### config.mk
export PLATFORM = sky130hd
export DESIGN_NAME = joy_scan_ctrl_flat
export DESIGN_NICKNAME = d
export VERILOG_FILES = /design/src/rtl/joy_scan_ctrl_pkg.sv /design/src/rtl/joy_scan_ctrl_if.sv /design/src/rtl/joy_scan_ctrl_debounce.sv /design/src/rtl/joy_scan_ctrl.sv /design/src/flat_wrapper.sv
export SDC_FILE = /design/constraint.sdc
export NUM_CORES = 1
export LEC_CHECK = 0
export ABC_AREA = 1
export BUFFER_PORTS_ARGS = -buffer_cell sky130_fd_sc_hd__buf_2
export CAP_MARGIN = 20
export CORE_AREA = 2 2 74 76
export DETAILED_ROUTE_END_ITERATION = 10
export DIE_AREA = 0 0 76 78
export PLACE_DENSITY = 0.77
export SLEW_MARGIN = 10
export SYNTH_ARGS = -nofsm -noshare
export SYNTH_HDL_FRONTEND = slang
export SYNTH_SLANG_ARGS = --single-unit
### constraint.sdc
create_clock -name clk_sys -period 2.1 [get_ports clk_sys]
set_input_delay 0.42 -clock clk_sys [delete_from_list [all_inputs] [get_ports clk_sys]]
set_output_delay 0.42 -clock clk_sys [all_outputs]
set_load 0.005 [all_outputs]
### src/rtl/joy_scan_ctrl_pkg.sv
// Shared definitions for the serial joystick scanner: pad bit positions and
// the scan sequencer state encoding.
package joy_pkg;

  localparam int JOY_UP    = 0;
  localparam int JOY_DOWN  = 1;
  localparam int JOY_LEFT  = 2;
  localparam int JOY_RIGHT = 3;
  localparam int JOY_FIRE1 = 4;
  localparam int JOY_FIRE2 = 5;
  localparam int JOY_FIRE3 = 6;
  localparam int JOY_START = 7;

  localparam int FRAME_BITS = 16;

  typedef enum logic [2:0] {
    LOAD,
    SHIFT_HI,
    SHIFT_LO,
    COMMIT,
    IDLE
  } scan_state_t;

  // Active-low pad byte to an active-high "pressed" mask in the same layout.
  function automatic logic [7:0] pressed_mask(input logic [7:0] pad);
    return ~{pad[JOY_START], pad[JOY_FIRE3], pad[JOY_FIRE2], pad[JOY_FIRE1],
             pad[JOY_RIGHT], pad[JOY_LEFT], pad[JOY_DOWN], pad[JOY_UP]};
  endfunction

endpackage

### src/rtl/joy_scan_ctrl_if.sv
// Board-side pins of the 74x165-style joystick shifter chain.
interface joy_scan_ctrl_if;
  logic joy_load;
  logic joy_clk;
  logic joy_data;

  modport master (output joy_load, output joy_clk, input joy_data);
  modport slave  (input joy_load, input joy_clk, output joy_data);
endinterface

### src/rtl/joy_scan_ctrl_debounce.sv
// Frame debouncer: publishes a 16-bit scan word only after DEBOUNCE identical
// consecutive frames, updating both player bytes on the same edge.
module joy_debounce
  import joy_pkg::*;
#(
  parameter int DEBOUNCE = 2
) (
  input  logic                  clk_sys,
  input  logic                  reset_n,
  input  logic                  commit,
  input  logic [FRAME_BITS-1:0] word,
  output logic [7:0]            joystick1,
  output logic [7:0]            joystick2
);

  localparam int CNT_W = (DEBOUNCE > 1) ? $clog2(DEBOUNCE) : 1;
  localparam logic [CNT_W-1:0] CNT_MAX = CNT_W'(DEBOUNCE - 1);

  logic [FRAME_BITS-1:0] prev_word;
  logic [CNT_W-1:0]      cnt;
  logic [CNT_W-1:0]      next_cnt;

  always_comb begin
    next_cnt = '0;
    if (word == prev_word) begin
      next_cnt = (cnt == CNT_MAX) ? CNT_MAX : cnt + CNT_W'(1);
    end
  end

  // The comparison uses the word from the previous frame, so the output load
  // below sees exactly the word that has just been confirmed.
  always_ff @(posedge clk_sys or negedge reset_n) begin
    if (!reset_n) begin
      prev_word <= '1;
      cnt       <= '0;
      joystick1 <= 8'hFF;
      joystick2 <= 8'hFF;
    end else if (commit) begin
      prev_word <= word;
      cnt       <= next_cnt;
      if (next_cnt == CNT_MAX) begin
        joystick1 <= word[15:8];
        joystick2 <= word[7:0];
      end
    end
  end

endmodule

### src/rtl/joy_scan_ctrl.sv
// Scan sequencer for the shared joystick shift register: generates load/shift
// strobes, shifts in 16 bits per frame and hands each frame to the debouncer.
module joy_scan_ctrl
  import joy_pkg::*;
#(
  parameter int CLK_DIV  = 7,
  parameter int DEBOUNCE = 2
) (
  input  logic                   clk_sys,
  input  logic                   reset_n,
  input  logic                   enable,
  joy_scan_ctrl_if.master        pins,
  output logic [7:0]             joystick1,
  output logic [7:0]             joystick2,
  output logic                   frame_done
);

  localparam int DIV_W = (CLK_DIV > 1) ? $clog2(CLK_DIV) : 1;

  scan_state_t           state;
  logic [DIV_W-1:0]      div_cnt;
  logic                  tick;
  logic                  load_second;
  logic [3:0]            bit_cnt;
  logic [1:0]            sync;
  logic                  data_s;
  logic [FRAME_BITS-1:0] shift_reg;

  assign tick   = (div_cnt == DIV_W'(CLK_DIV - 1));
  assign data_s = sync[1];

  always_ff @(posedge clk_sys or negedge reset_n) begin
    if (!reset_n) begin
      div_cnt <= '0;
    end else if (state == IDLE || state == COMMIT || tick) begin
      div_cnt <= '0;
    end else begin
      div_cnt <= div_cnt + DIV_W'(1);
    end
  end

  always_ff @(posedge clk_sys or negedge reset_n) begin
    if (!reset_n) begin
      sync <= 2'b11;
    end else begin
      sync <= {sync[0], pins.joy_data};
    end
  end

  // Pin registers follow the current state one cycle late, and joy_clk rises
  // one further cycle into SHIFT_HI, so joy_load and joy_clk never toggle on
  // the same edge.
  always_ff @(posedge clk_sys or negedge reset_n) begin
    if (!reset_n) begin
      state         <= LOAD;
      load_second   <= 1'b0;
      bit_cnt       <= '0;
      shift_reg     <= '1;
      pins.joy_load <= 1'b1;
      pins.joy_clk  <= 1'b0;
      frame_done    <= 1'b0;
    end else begin
      frame_done    <= (state == COMMIT);
      pins.joy_load <= (state != LOAD);
      pins.joy_clk  <= (state == SHIFT_HI) && (div_cnt != '0);
      case (state)
        LOAD: begin
          if (tick) begin
            if (load_second) begin
              shift_reg   <= {shift_reg[FRAME_BITS-2:0], data_s};
              load_second <= 1'b0;
              state       <= SHIFT_HI;
            end else begin
              load_second <= 1'b1;
            end
          end
        end
        SHIFT_HI: begin
          if (tick) state <= SHIFT_LO;
        end
        SHIFT_LO: begin
          if (tick) begin
            shift_reg <= {shift_reg[FRAME_BITS-2:0], data_s};
            if (bit_cnt == 4'd14) begin
              bit_cnt <= '0;
              state   <= COMMIT;
            end else begin
              bit_cnt <= bit_cnt + 4'd1;
              state   <= SHIFT_HI;
            end
          end
        end
        COMMIT:  state <= enable ? LOAD : IDLE;
        IDLE:    if (enable) state <= LOAD;
        default: state <= LOAD;
      endcase
    end
  end

  joy_debounce #(
    .DEBOUNCE (DEBOUNCE)
  ) u_debounce (
    .clk_sys   (clk_sys),
    .reset_n   (reset_n),
    .commit    (state == COMMIT),
    .word      (shift_reg),
    .joystick1 (joystick1),
    .joystick2 (joystick2)
  );

endmodule

### src/flat_wrapper.sv
// flat-port wrapper written by rule: the top's interface ports become plain ports
module joy_scan_ctrl_flat import joy_pkg::*;
#(
  parameter int CLK_DIV  = 7,
  parameter int DEBOUNCE = 2
)
  (clk_sys, reset_n, enable, joystick1, joystick2, frame_done, pins_joy_load, pins_joy_clk, pins_joy_data);
  joy_scan_ctrl_if pins_i ();
  input  logic clk_sys;
  input  logic reset_n;
  input  logic enable;
  output logic [7:0] joystick1;
  output logic [7:0] joystick2;
  output logic frame_done;
  output wire logic [$bits(pins_i.joy_load)-1:0] pins_joy_load;
  output wire logic [$bits(pins_i.joy_clk)-1:0] pins_joy_clk;
  input wire logic [$bits(pins_i.joy_data)-1:0] pins_joy_data;
  assign pins_joy_load = pins_i.joy_load;
  assign pins_joy_clk = pins_i.joy_clk;
  assign pins_i.joy_data = pins_joy_data;
  joy_scan_ctrl #(.CLK_DIV(CLK_DIV), .DEBOUNCE(DEBOUNCE)) u_core (.clk_sys(clk_sys), .reset_n(reset_n), .enable(enable), .pins(pins_i), .joystick1(joystick1), .joystick2(joystick2), .frame_done(frame_done));
endmodule
Yosys cells after proc, flatten, opt, wreduce, memory -nomap -nowiden:

Index checks and enable logic that the tools add are counted.

* register bits: 65
* input port bits: 4
* output and inout bits: 19
* word-level logic and storage cells: 57

* $add $sub $neg: 3
* equality and inequality tests: 12
* multiplexer cells: 17
* reduce and logical (&&, ||, !) cells: 12

Operators by type and width (count)
* 16-bit 2-to-1 mux: 3
* 16-bit case mux with 2 select lines: 1
* 3-bit 2-to-1 mux: 7
* 16-bit equality test: 1
* 3-bit case mux with 5 select lines: 1
* 2-bit by 1-bit != test with 1-bit output (second input constant): 4
* 3-bit by 2-bit equality test with 1-bit output (second input constant): 2
* 3-bit equality test (second input constant): 2
* 2-bit AND reduction: 3
* 3-bit nonzero test: 2
* 5-bit AND reduction: 1
* 4-bit by 1-bit adder with 4-bit output (second input constant): 1
* 4-bit equality test (second input constant): 1
* 4-bit 2-to-1 mux: 1
* 4-bit AND reduction: 1
* 3-bit by 1-bit adder with 3-bit output (second input constant): 1
* 3-bit by 1-bit equality test with 1-bit output (second input constant): 1
* 3-bit zero test: 1
* 1-bit 2-to-1 mux: 3
* 1-bit logical OR: 2
* 2-bit 2-to-1 mux: 1
* 2-bit != test (second input constant): 1
* 2-bit nonzero test: 1
* 1-bit adder (second input constant): 1
* 1-bit logical AND: 1

Longest topological paths before layout:

Gate-level depths: netlist of the first run.

* depth in word-level cells: 4
* gate-level depth with buffers: 10

By module:

A second synthesis of the first run with hierarchy kept.

* cells, all modules: 341
* area total of the unflattened synthesis: 3006.6 µm²

Modules (own cells, without submodules)
* joy_debounce: instances 1, cells an instance 200, area each 1627.8 µm², seq. area each 840.8 µm²
* joy_scan_ctrl: instances 1, cells an instance 141, area each 1378.8 µm², seq. area each 824.5 µm²

Least setup slack after synthesis of the first run:

OpenSTA, ideal clock, no wires.

* kind: reg-to-reg
* from: register u_core.shift_reg[13]
* to: register u_core.u_debounce.joystick1[0]
* library setup time: 0.076 ns
* data arrival time: 1.371 ns
* required time: 2.024 ns
* slack: 0.653 ns
* cell stages (with the launch flop): 11
* path buffers: 1
* clock period less this slack: 1.447 ns
* path through: dfstp_2 inv_2 nand2_1 nand2_1 nor2_1 nand2_2 nor2_8 nand3_4 buf_6 nand2_1 nand2_1

* longest elaborated chain between the ends: 3

Ends and longest elaborated chain
* from (decl): line joy_scan_ctrl.sv:27 `logic [FRAME_BITS-1:0] shift_reg;`
* from (signal assigned): line joy_scan_ctrl.sv:70 `shift_reg <= {shift_reg[FRAME_BITS-2:0], data_s};`
* from (signal assigned): line joy_scan_ctrl.sv:83 `shift_reg <= {shift_reg[FRAME_BITS-2:0], data_s};`
* 16-bit equality test: line joy_scan_ctrl_debounce.sv:25 `if (word == prev_word) begin`
* 1-bit 2-to-1 mux: line joy_scan_ctrl_debounce.sv:25
* 2-bit AND reduction (no source line)
* to (signal assigned): line joy_scan_ctrl_debounce.sv:42 `joystick1 <= word[15:8];`
* to (decl): line joy_scan_ctrl_debounce.sv:12 `output logic [7:0] joystick1,`

Every way passes these cells.
A chain may end at the register's enable or synchronous reset.

Worst setup path after layout of the first run:

* from: register u_core.shift_reg[6]
* to: register u_core.u_debounce.joystick1[1]

The elaborated chain is that of the path after synthesis.

==> impl_metrics.toml, run 1 <==
[timing]
setup_viol_count_final = 0
fin_setup_tns_ns = 0
drv_slew = 0
period_share_pct = 80.2
max_freq_mhz = 594
tightestPinTransition_ns = 0.504
whs_ns = 0.186
rsz0062_at_grt = "false"
relSlewSlack_pct = 66.4
hold_viol = 0
skew_ns = 0.00798
fin_crit_ns = 1.68

[detailed_routing]
vias_per_cell = 4.97
wl_mm = 5.16
routedWlPerCell_um = 12.1
drc = 0
vias = 2111
dr.pass1.iters = 4
drtIter0Drc = 126
antenna_left = 0

[clock_network]
h-tree-depth = 3
postCtsSetupBuffers = 0
clk_path_buf_depth = 2
clock_latency_ns = 0.33
ctsHoldBuffers = 0
cts.sinks = 64
cts_made_buffers = 9
cts_tree = "built"
cts_resized = 0
clkSlewWorstSetupHoldPaths_ns = 0.06
cts_root_buf = "clkbuf_8"

[yosys]
synth-xor-area-share_pct = 1.49
yosys.area_share.simple_pct = 24.6
yosysWarnings = 0
ys_seq_elements = 64
synth.net_count = 330
synth_top_family_by_area = "simple AND/OR/NAND/NOR gates"
synthMuxAreaShare_pct = 0
yosysSeqAreaShare_pct = 56.8
synth_compound_area_share_pct = 8.16
syn_avg_cell_area_um2 = 9.07
synthAdderAreaFrac_pct = 1.28
synthCells = 323
syn-cell-area_mm2 = 0.00293
synth_cell_type_count = 29

[final_layout]
fill_cells = 415
instances_no_fill = 425
layout_common_cells = "102 x nand2_1, 51 x dfstp_2, 33 x inv_1"
final_nets = 357
drive_gt1_share_pct = 32.1
area_growth_pct = 12.7
final_common_cell = "nand2_1"
num_antenna_cells = 0

[setup_path]
critical-path-max-stage-delay_ns = 0.57
path_delay_family = "simple AND/OR/NAND/NOR gates"
worstPathMaxFanout = 16
cp.required_ns = 2.36
worstPathBufferInverterCount = 1
crit_type = "reg -> reg"
crit_chain = "inv_1 -> nand2_1 -> nand2_1 -> nor2_1 -> nand2_1 -> nor2_4 -> nand3_4 -> nand2_1 -> nand2_1"
cp-start-kind = "flop"
cp_slowest_cell = "dfstp_2"
endpoint_kind = "flop"
arrival_ns = 1.94
rrSetupSlack_ns = 0.42
crit_top_cell = "nand2_1"

[placement]
port_buffers = 22
routabilityCongestion = 0.847
placed_cells = 409
dp_hpwl_mm = 3.67

[hold_path]
hp-class = "in -> reg"

[run_status]
status = "complete, no violations"

[floorplanning]
initial_core_util_pct = 58.1
num_io_pins = 23
dieHeight_um = 78
core-area_mm2 = 0.00504
dieArea_mm2 = 0.00593
die_x_um = 76
placementRows = 26

[grt]
grt_start_max_net_pins = 43
grt_util_all_layers_pct = 19.9
grt_pass1_vias = 2054
antenna_found_initial = 0
grt_pass1_wl_mm = 9.29
globalRoute.totalOverflow = 0

[pwr]
powerDensity_mw_per_mm2 = 1100
p_total_uw = 3620
peakVddDrop_v = 0.000730
p_leak_uw = 0.00146

[run]
maxCapViolCount = 0
## metrics by stage
step                      instance area (µm²)  worst slack [ns]  utilization (%)
after CTS                                3300             0.426             65.5
after floorplan                          2930             0.653                -
final                                    3300             0.416             65.5
after global routing                     3300             0.236             65.5
after global placement                   3100             0.472             61.4
after detailed placement                 3100             0.448             61.4
## worst paths after layout
path	to	depth (start not counted)	from
max in group asynchronous	u_core.u_debounce.prev_word[1]	2	reset_n
min in group asynchronous	u_core.u_debounce.joystick1[0]	1	reset_n
min reg2reg	u_core.sync[1]	0	u_core.sync[0]
max	u_core.u_debounce.joystick1[1]	9	u_core.shift_reg[6]
max reg2reg	u_core.u_debounce.joystick1[1]	9	u_core.shift_reg[6]
min	u_core.sync[0]	1	pins_joy_data
## cells in the mapped netlist
| cell type | instances | area share [%] |
|---|---|---|
| a21oi_2 | 1 | 0.30 |
| buf_6 | 3 | 1.2 |
| xnor2_1 | 4 | 1.2 |
| buf_4 | 3 | 0.77 |
| o21ai_1 | 15 | 2.6 |
| nand2_2 | 3 | 0.64 |
| nand3_4 | 3 | 1.8 |
| inv_2 | 7 | 0.90 |
| dfstp_2 | 51 | 46 |
| o2111ai_1 | 1 | 0.30 |
| nor2_1 | 14 | 1.8 |
| nand2_1 | 102 | 13 |
| a21oi_1 | 7 | 1.2 |
| buf_2 | 1 | 0.17 |
| nand4_1 | 16 | 3.4 |
| nor2_8 | 1 | 0.68 |
| dfrtp_1 | 13 | 11 |
| or2_1 | 1 | 0.21 |
| nor2_4 | 1 | 0.38 |
| nor2_2 | 4 | 0.85 |
| a31oi_1 | 1 | 0.21 |
| ha_1 | 3 | 1.3 |
| inv_1 | 33 | 4.2 |
| xor2_1 | 1 | 0.30 |
| or2_2 | 2 | 0.43 |
| nor3_1 | 1 | 0.17 |
| nand3_1 | 7 | 1.2 |
| clkbuf_1 | 3 | 0.38 |
| o21ai_0 | 21 | 3.6 |
## kinds of logic after synthesis
kind of cell             count (synthesis)
buffers and inverters                   50
flip-flops                              64
XOR/XNOR                                 5
AO/OA/AOI/OAI                           46
AND/OR/NAND/NOR                        155
adder cells (fa/ha/maj)                  3
## where the power goes
group          switching [µW]  internal [µW]  total, µW
sequential                154           1490       1650
combinational             623            316        939
clock                     443            591       1030
## layout make-up
type                    instances  area, µm²  share of cell area, %
flip-flops and latches         64       1670                   50.4
multi-input cells             209       1040                   31.6
clock buffers                  15        196                   5.95
repair buffers                 26        153                   4.62
inverters                      40        150                   4.55
well taps                      70       87.6                   2.65
clock inverters                 1       7.51                  0.227
## routing by layer
metal	vias up	GRT usage, %	wire length [µm]
li1	1078	-	-
met1	988	25.6	2470
met2	33	32.3	2400
met3	12	3.60	150
met4	0	11.1	131
met5	-	0	0
Note: power is estimated with default switching activity, not from simulation.
==> run 2: changes to the inputs <==
==> constraint.sdc (replaced) <==
create_clock -name clk_sys -period 1.6 [get_ports clk_sys]
set_input_delay 0.32 -clock clk_sys [delete_from_list [all_inputs] [get_ports clk_sys]]
set_output_delay 0.32 -clock clk_sys [all_outputs]
set_load 0.005 [all_outputs]
==> impl_metrics.toml, run 2 (synthesis results as in run 1) <==
[timing]
period_share_pct = 103
tightestPinTransition_ns = 0.333
drv_slew = 0
relSlewSlack_pct = 77.8
worst_slack_ns = -0.0461
rsz0062_at_grt = "true"
skew_ns = 0.0148
setup_viol_count_final = 10
max_freq_mhz = 608
fin_crit_ns = 1.65
hold_viol = 0

[detailed_routing]
vias_per_cell = 5.25
dr.pass1.iters = 5
routedWlPerCell_um = 14.1
antenna_left = 0
drtIter0Drc = 231
dr.max_layer_used = "met4"
wl_met1_mm = 2.67
vias = 2306
met3_length_um = 355
wl_mm = 6.17
drc = 0
met2WireLength_mm = 2.99

[setup_path]
rrSetupSlack_ns = -0.05
worstPathMaxFanout = 5
cp-start-kind = "flop"
ff2ff_path_depth = 8
crit_type = "reg -> reg"
r2r-end = "u_core.u_debounce.joystick1[6]"
cp.required_ns = 1.87
endpoint_kind = "flop"
rr_startpoint = "u_core.shift_reg[14]"
arrival_ns = 1.92

[final_layout]
final_util_pct = 69.0
drive_gt1_share_pct = 39.8
num_antenna_cells = 0
stdcell_area_mm2 = 0.00348
final_nets = 371
area_growth_pct = 18.8
fill_cells = 397
layout_common_cells = "88 x nand2_1, 51 x dfstp_2, 29 x inv_1"
final_common_cell = "nand2_1"
instances_no_fill = 439

[grt]
grt_start_max_net_pins = 54
grt_pass1_wl_mm = 10.0
antenna_found_initial = 0
grt_pass1_vias = 2182
globalRoute.totalOverflow = 0
grt_util_all_layers_pct = 21.7

[pwr]
p_leak_uw = 0.00151
powerDensity_mw_per_mm2 = 1480
peakVddDrop_v = 0.000737
p_total_uw = 5160

[hold_path]
hp-class = "in -> reg"
whs_endpoint = "u_core.sync[0]"
hp-start = "pins_joy_data"
hold_depth = 1

[placement]
dp_slack_ns = 0.00608
placed_area_mm2 = 0.00314
placed_cells = 415
dp_hpwl_mm = 3.57
port_buffers = 22
routabilityCongestion = 0.805

[run_status]
status = "complete, but fails checks"
violations = "setup timing"

[clock_network]
clkSlewWorstSetupHoldPaths_ns = 0.07
clk_path_buf_depth = 2
cts_made_buffers = 9
clock_latency_ns = 0.35
cts.sinks = 64
cts_root_buf = "clkbuf_8"
cts_tree = "built"
h-tree-depth = 3

[floorplanning]
dieArea_mm2 = 0.00593
core-area_mm2 = 0.00504
die_x_um = 76
placementRows = 26
num_io_pins = 23
initial_core_util_pct = 58.1
dieHeight_um = 78

[run]
maxCapViolCount = 0
==> run 2: cell types whose count changed in the layout (fill, tap and decap cells not counted), moves of 3 or more <==
cell      previous run  this run
inv_2                7        11
clkbuf_8            14         9
nand2_1            102        88
nand2_2              3        17
inv_1               33        29
buf_4                3         9
nor2_1              14        11
buf_6                0         4
==> run 2: how the worst max path moves through the flow <==
stage / startpoint / to / slack [ns]
2_1_floorplan: u_core.shift_reg[13] / u_core.u_debounce.joystick1[2] / 0.15
3_3_place_gp: u_core.div_cnt[0] / u_core.shift_reg[8] / 0.04
3_5_place_dp: u_core.div_cnt[0] / u_core.shift_reg[3] / 0.006
4_1_cts: u_core.shift_reg[13] / u_core.u_debounce.joystick2[6] / 0.04
5_1_grt: u_core.shift_reg[6] / u_core.u_debounce.joystick2[3] / -0.13
6_report: u_core.shift_reg[14] / u_core.u_debounce.joystick1[6] / -0.05
==> run 2: critical path: stages (launching register included) <==
cell,delay (ns)
dfstp_2,0.58
inv_2,0.07
buf_4,0.13
or2_2,0.26
nand3_1,0.13
nor2_4,0.09
buf_4,0.16
nand4_1,0.09
nand2_1,0.07
==> run 2: final cells by class <==
type                            instances  area (µm²)  share of cell area (%)
Sequential cell                        64        1670                    47.8
Multi-Input combinational cell        212        1140                    32.8
Timing Repair Buffer                   37         253                    7.26
Inverter                               40         150                    4.31
Clock buffer                           12         135                    3.88
Tap cell                               70        87.6                    2.52
Clock inverter                          4        47.5                    1.37
==> run 2: what timing repair did <==
item,4_1_cts,5_1_grt
hold endpoints to repair,8,0
endpoints found under the setup margin,15,32
gates resized for setup,2,29
gates cloned,1,3
pin swaps,1,22
hold buffers,1,0
setup buffers,0,3
==> run 2: routing by layer <==
metal / GRT usage (%) / up-vias
li1: - / 1114
met1: 28.4 / 1100
met2: 34.3 / 73
met3: 5.81 / 19
met4: 9.64 / 0
met5: 0 / -
==> run 2: metrics by stage <==
stage	setup TNS (ns)	hold WS, ns
2_1_floorplan	0	0.0244
3_3_place_gp	0	0.225
3_5_place_dp	0	0.227
4_1_cts	0	0.0554
5_1_grt	-1.54	0.0580
6_report	-0.184	0.0759
==> run 2: power by group <==
part           switching [µW]  total [µW]  internal (µW)
Clock                     607        1320            716
Combinational            1060        1690            626
Sequential                195        2150           1960
